===== src/rtl/axis_packet_src_pkg.sv =====
// axis_packet_src_pkg
//   Types and constants shared by the AXI-Stream packet source.
//   - state_e : burst sequencer states
//   - LEN_LSB : bit offset of the len field inside config_packet
//   - k_lsb() : bit offset of the k field (equal to the data width DW)
//   - GAP_CW  : width of the inter-packet gap down-counter (GAP is 0..15)
package axis_packet_src_pkg;

    typedef enum logic [1:0] {
        ST_IDLE = 2'd0,
        ST_SEND = 2'd1,
        ST_GAP  = 2'd2,
        ST_DONE = 2'd3
    } state_e;

    localparam int LEN_LSB = 0;
    localparam int GAP_CW  = 4;

    // The k field sits directly above len, so its offset equals DW.
    function automatic int k_lsb(input int dw);
        return dw;
    endfunction

endpackage


===== src/rtl/axis_packet_src.sv =====
// axis_packet_src
//   Emits a burst of k packets of len beats each on an AXI-Stream master
//   port. Data starts at seed and increments by one per accepted beat,
//   continuing across packet boundaries. GAP idle cycles separate packets.
//
// Ports
//   clk           : clock, rising edge
//   rst           : asynchronous active-low reset
//   start         : one-cycle burst request, honoured only when idle
//   config_packet : {k, len}, k = packets per burst, len = beats per packet
//   seed          : first data value of the burst
//   m_tdata       : stream data
//   m_tvalid      : stream valid
//   m_tlast       : high on the final beat of each packet
//   m_tready      : stream ready from the sink
//   busy          : high while not idle
//   done          : one-cycle pulse after the final beat of the burst
//
// state   | meaning
// --------+-------------------------------------------------------------
// IDLE    | waiting for start; outputs quiet
// SEND    | m_tvalid high, beats transfer on m_tready
// GAP     | m_tvalid low for GAP cycles between packets
// DONE    | done pulse; entered early (done still low) for an empty burst
module axis_packet_src
    import axis_packet_src_pkg::*;
#(
    parameter int DW  = 8,
    parameter int GAP = 0
) (
    input  logic            clk,
    input  logic            rst,
    input  logic            start,
    input  logic [2*DW-1:0] config_packet,
    input  logic [DW-1:0]   seed,
    output logic [DW-1:0]   m_tdata,
    output logic            m_tvalid,
    output logic            m_tlast,
    input  logic            m_tready,
    output logic            busy,
    output logic            done
);

    localparam int K_LSB = k_lsb(DW);
    localparam logic [GAP_CW-1:0] GAP_LOAD = GAP_CW'((GAP > 0) ? GAP - 1 : 0);

    state_e              state_q;
    logic [DW-1:0]       k_q;
    logic [DW-1:0]       len_q;
    logic [DW-1:0]       beat_q;
    logic [DW-1:0]       pkt_q;
    logic [DW-1:0]       data_q;
    logic [GAP_CW-1:0]   gap_q;
    logic                m_tvalid_q;
    logic                m_tlast_q;
    logic                busy_q;
    logic                done_q;

    logic [DW-1:0]       cfg_k;
    logic [DW-1:0]       cfg_len;

    logic [DW-1:0]       beat_d;
    logic [DW-1:0]       pkt_d;
    logic [DW-1:0]       data_d;
    logic                last_pkt_d;
    logic                len_one_d;
    logic                next_last_d;

    assign cfg_k   = config_packet[K_LSB +: DW];
    assign cfg_len = config_packet[LEN_LSB +: DW];

    // Inlined up-counters and their terminal compares.
    always_comb begin
        beat_d      = beat_q + DW'(1);
        pkt_d       = pkt_q + DW'(1);
        data_d      = data_q + DW'(1);
        last_pkt_d  = (pkt_d == k_q);
        len_one_d   = (len_q == DW'(1));
        next_last_d = (beat_d == len_q - DW'(1));
    end

    always_ff @(posedge clk or negedge rst) begin
        if (!rst) begin
            state_q    <= ST_IDLE;
            k_q        <= '0;
            len_q      <= '0;
            beat_q     <= '0;
            pkt_q      <= '0;
            data_q     <= '0;
            gap_q      <= '0;
            m_tvalid_q <= 1'b0;
            m_tlast_q  <= 1'b0;
            busy_q     <= 1'b0;
            done_q     <= 1'b0;
        end else begin
            case (state_q)
                ST_IDLE: begin
                    done_q <= 1'b0;
                    if (start) begin
                        k_q    <= cfg_k;
                        len_q  <= cfg_len;
                        data_q <= seed;
                        beat_q <= '0;
                        pkt_q  <= '0;
                        busy_q <= 1'b1;
                        if (cfg_k == '0 || cfg_len == '0) begin
                            // Empty burst: one cycle in DONE with done low,
                            // then the pulse, so no beat is ever offered.
                            state_q <= ST_DONE;
                        end else begin
                            state_q    <= ST_SEND;
                            m_tvalid_q <= 1'b1;
                            m_tlast_q  <= (cfg_len == DW'(1));
                        end
                    end
                end

                ST_SEND: begin
                    if (m_tvalid_q && m_tready) begin
                        data_q <= data_d;
                        if (m_tlast_q) begin
                            pkt_q  <= pkt_d;
                            beat_q <= '0;
                            if (last_pkt_d) begin
                                state_q    <= ST_DONE;
                                m_tvalid_q <= 1'b0;
                                m_tlast_q  <= 1'b0;
                                done_q     <= 1'b1;
                            end else if (GAP > 0) begin
                                state_q    <= ST_GAP;
                                m_tvalid_q <= 1'b0;
                                m_tlast_q  <= 1'b0;
                                gap_q      <= GAP_LOAD;
                            end else begin
                                m_tlast_q <= len_one_d;
                            end
                        end else begin
                            beat_q    <= beat_d;
                            m_tlast_q <= next_last_d;
                        end
                    end
                end

                ST_GAP: begin
                    if (gap_q == '0) begin
                        state_q    <= ST_SEND;
                        m_tvalid_q <= 1'b1;
                        m_tlast_q  <= len_one_d;
                    end else begin
                        gap_q <= gap_q - GAP_CW'(1);
                    end
                end

                ST_DONE: begin
                    if (done_q) begin
                        done_q  <= 1'b0;
                        busy_q  <= 1'b0;
                        state_q <= ST_IDLE;
                    end else begin
                        done_q <= 1'b1;
                    end
                end

                default: begin
                    state_q <= ST_IDLE;
                end
            endcase
        end
    end

    assign m_tdata  = data_q;
    assign m_tvalid = m_tvalid_q;
    assign m_tlast  = m_tlast_q;
    assign busy     = busy_q;
    assign done     = done_q;

endmodule


===== config.mk =====
export PLATFORM = sky130hd
export DESIGN_NAME = axis_packet_src
export DESIGN_NICKNAME = d
export VERILOG_FILES = /design/src/rtl/axis_packet_src_pkg.sv /design/src/rtl/axis_packet_src.sv
export SDC_FILE = /design/constraint.sdc
export NUM_CORES = 1
export LEC_CHECK = 0
export BUFFER_PORTS_ARGS = -buffer_cell sky130_fd_sc_hd__buf_2
export CAP_MARGIN = 20
export CORE_ASPECT_RATIO = 0.75
export CORE_MARGIN = 2
export CORE_UTILIZATION = 52
export CTS_CLUSTER_DIAMETER = 120
export DETAILED_ROUTE_END_ITERATION = 10
export MAX_ROUTING_LAYER = met4
export PLACE_DENSITY = 0.77
export SLEW_MARGIN = 20
export SYNTH_ARGS = -nofsm -noshare
export SYNTH_HDL_FRONTEND = slang
export SYNTH_SLANG_ARGS = --single-unit
export TNS_END_PERCENT = 20

===== constraint.sdc =====
create_clock -name clk -period 2.01 [get_ports clk]
set_input_delay 0.1005 -clock clk [delete_from_list [all_inputs] [get_ports clk]]
set_output_delay 0.1005 -clock clk [all_outputs]
set_load 0.05 [all_outputs]

==> impl_metrics.yaml <==
floorplanning:
  die_height_um: 71.1
  core_area_um2: 5800
  num_rows: 24
  fp.dieW_um: 93.4
  die_area_um2: 6640
  io_pins: 40
  start_util_pct: 53.8
global_routing:
  grt_pass1_vias: 2557
  grt_first_pass_wirelength_mm: 12.4
  antenna_found_initial: 0
  grt.met3_usage_pct: 4.15
  grtUsageTotal_pct: 24.6
  busiest_layer: "met1"
  grt_util_met2_pct: 34.5
  overflow: 0
  grtUsageMet1_pct: 37.2
  grt_max_degree: 51
worst_hold_path:
  hp-class: "input pin to flip-flop"
routing:
  dr.pass1.iters: 5
  final_antenna_net_count: 0
  wl_per_cell_um: 15.6
  avgViaCountPerCell: 5.77
  vias: 2823
  drc_errors: 0
  finalWirelength_mm: 7.64
  drtIter0Drc: 261
yosys:
  synth_xor_area_share_pct: 7.99
  yosysSeqAreaShare_pct: 40.1
  postSynthCellCount: 337
  async_reset_ff_share_pct: 100
  synth_cell_types: 58
  syn-cell-area_um2: 3120
  synth_top_family_by_area: "simple AND/OR/NAND/NOR gates"
  syn_avg_cell_area_um2: 9.25
  ys_seq_elements: 50
  synth_flop_cell: "dfrtp_1"
  ys_top_cells_by_count: "50 x dfrtp_1, 42 x nand2_1, 35 x o21ai_0"
  yosys.area_share.simple_pct: 20.1
  synth_edf_count: 0
  yosys.area.top_type: "dfrtp_1"
  yosysWarnings: 0
  ys_top_cells_by_area: "dfrtp_1 40%, o21ai_0 5.6%, mux2_2 5.1%, nand2_1 5.1%, ha_1 4.4%"
  synthesis.nets: 376
  synthMuxAreaShare_pct: 6.66
  synth-adder-area-share_pct: 4.41
  synth_most_common_cell: "dfrtp_1"
  synth_compound_area_share_pct: 17.3
  synth_top_area_share_pct: 40.1
cts:
  cts_buffers: 5
  clock_path_buffers: 2
  cts_root_buffer: "clkbuf_8"
  ctsHtreeMaxLevel: 2
  clock_latency_ns: 0.31
  cts_num_sinks: 50
  clkTransAtPathRegs_ns: 0.09
  cts_tree: "built"
worst_setup_path:
  crit_arrival_ns: 2.30
  critPathKind: "flip-flop to flip-flop"
  path_max_fanout: 4
  endpoint_kind: "flip-flop"
  crit_required_ns: 2.24
  cp-start-kind: "flip-flop"
timing:
  max_freq_mhz: 484
  hold_viol: 0
  worst_slack_ns: -0.0567
  slew_violations: 0
  rsz0062_at_grt: "yes"
  slew_headroom_pct: 73.9
  post-route-period-util_pct: 103
  tightestPinTransition_ns: 0.388
  period_needed_ns: 2.07
  finClkSkew_ns: 0.00843
  setup_viol: 4
placement:
  dpl.hpwl_mm: 5.47
  place_ws_ns: -0.139
  port-buffer-count: 39
  place_inst: 473
  placed_cell_area_um2: 3620
  gp_congestion: 0.901
finish:
  layout-drive-gt1-share_pct: 30.2
  fin_area_um2: 3920
  finish.cell_count_without_fillers: 489
  area_delta_synth_final_pct: 25.6
  nNetsFinal: 450
  finish.utilization_pct: 67.6
  n_antenna_cell: 0
power:
  cellLeakagePower_uw: 0.00177
  ir_drop_uv: 382
  power_density_nw_per_um2: 420
  finalPower_uw: 1640
job:
  timing.max_cap.violations: 0
outcome:
  violations: "negative setup slack"
  outcome: "finished with violations"
-- final timing paths --
kind                                       from                endpoint  slack, ns  cells after the start
min reg2reg                gap_q[1]$_DFFE_PN0P_    gap_q[1]$_DFFE_PN0P_       0.52                      2
max in group asynchronous                   rst    pkt_q[5]$_DFFE_PN0P_       1.47                      3
max reg2reg                pkt_q[0]$_DFFE_PN0P_  state_q[0]$_DFFE_PN0P_      -0.06                      7
max                        pkt_q[0]$_DFFE_PN0P_  state_q[0]$_DFFE_PN0P_      -0.06                      7
min in group asynchronous                   rst    gap_q[1]$_DFFE_PN0P_       0.30                      3
min                            config_packet[1]    len_q[1]$_DFFE_PN0P_       0.02                      3
-- flip-flops by register name, summed over array words and instances (netlist names) --
register and flops:
beat_q 8, busy 1, done 1, gap_q 4, k_q 8, len_q 8
m_tdata 8, m_tlast 1, m_tvalid 1, pkt_q 8, state_q 2
-- cell families (layout without fill, tap and decap cells) --
| family | after synthesis | after routing |
|---|---|---|
| buffers and inverters | 26 | 100 |
| AO/OA/AOI/OAI | 83 | 83 |
| AND/OR/NAND/NOR | 122 | 122 |
| flip-flops | 50 | 50 |
| multiplexers | 19 | 19 |
| adder cells (fa/ha/maj) | 11 | 11 |
| XOR/XNOR | 26 | 26 |
-- cell type report --
cell class / instances / area (um^2)
Clock inverter: 2 / 10.0
Clock buffer: 5 / 68.8
Inverter: 13 / 48.8
Fill cell: 441 / 1880
Timing Repair Buffer: 80 / 538
Sequential cell: 50 / 1250
Tap cell: 78 / 97.6
Multi-Input combinational cell: 261 / 1900
-- routing by layer --
metal  share of wire (%)  wire [um]
met5                   0          0
met1                  50       3830
met4                 1.0         78
met3                 5.7        437
met2                  43       3300
-- critical path, stage by stage, from the launching register on --
cell and delay, ns:
dfrtp_2 0.46, and3_4 0.17, buf_4 0.15, a221oi_4 0.27
a211oi_2 0.09, a2111oi_4 0.44, o21a_1 0.22, mux2i_1 0.20
-- where the power goes --
group	internal [uW]	switching, uW
Clock	235	334
Sequential	1010	1.03
Combinational	27.7	39.4
Total	1270	375
-- placed cells by master, fill, tap and decap left out, types with 3 or more instances in the layout --
cell | Yosys | routed
nand3_1 | 18 | 18
o21ai_0 | 35 | 33
mux2i_1 | 5 | 5
buf_4 | 1 | 36
buf_2 | 3 | 39
ha_1 | 11 | 7
nor2_1 | 14 | 14
nand2_1 | 42 | 41
or4_1 | 3 | 3
nor4_1 | 6 | 4
o22ai_1 | 6 | 6
nand2b_1 | 4 | 4
a21oi_1 | 14 | 13
dfrtp_1 | 50 | 48
inv_1 | 13 | 13
xnor2_1 | 15 | 15
a21o_1 | 3 | 3
and3_1 | 8 | 7
mux2_2 | 14 | 14
nor3_1 | 8 | 8
xor2_1 | 9 | 8
and2_1 | 3 | 3
clkbuf_8 | 0 | 5
-- stage by stage --
step / setup TNS [ns] / hold slack (ns)
finish: -0.0987 / 0.0168
global route: -0.968 / 0.0334
CTS: -0.0866 / 0.0217
detailed placement: -0.864 / 0.112
global placement: -0.262 / 0.110
floorplan: 0 / -0.195
-- repair_timing --
action	4_1_cts	5_1_grt
setup buffers	7	1
pin swaps	11	6
resized for setup	14	13
endpoints found under the hold margin	50	0
hold buffers	1	0
endpoints found under the setup margin	10	12
(Power assumes the default switching activity.)
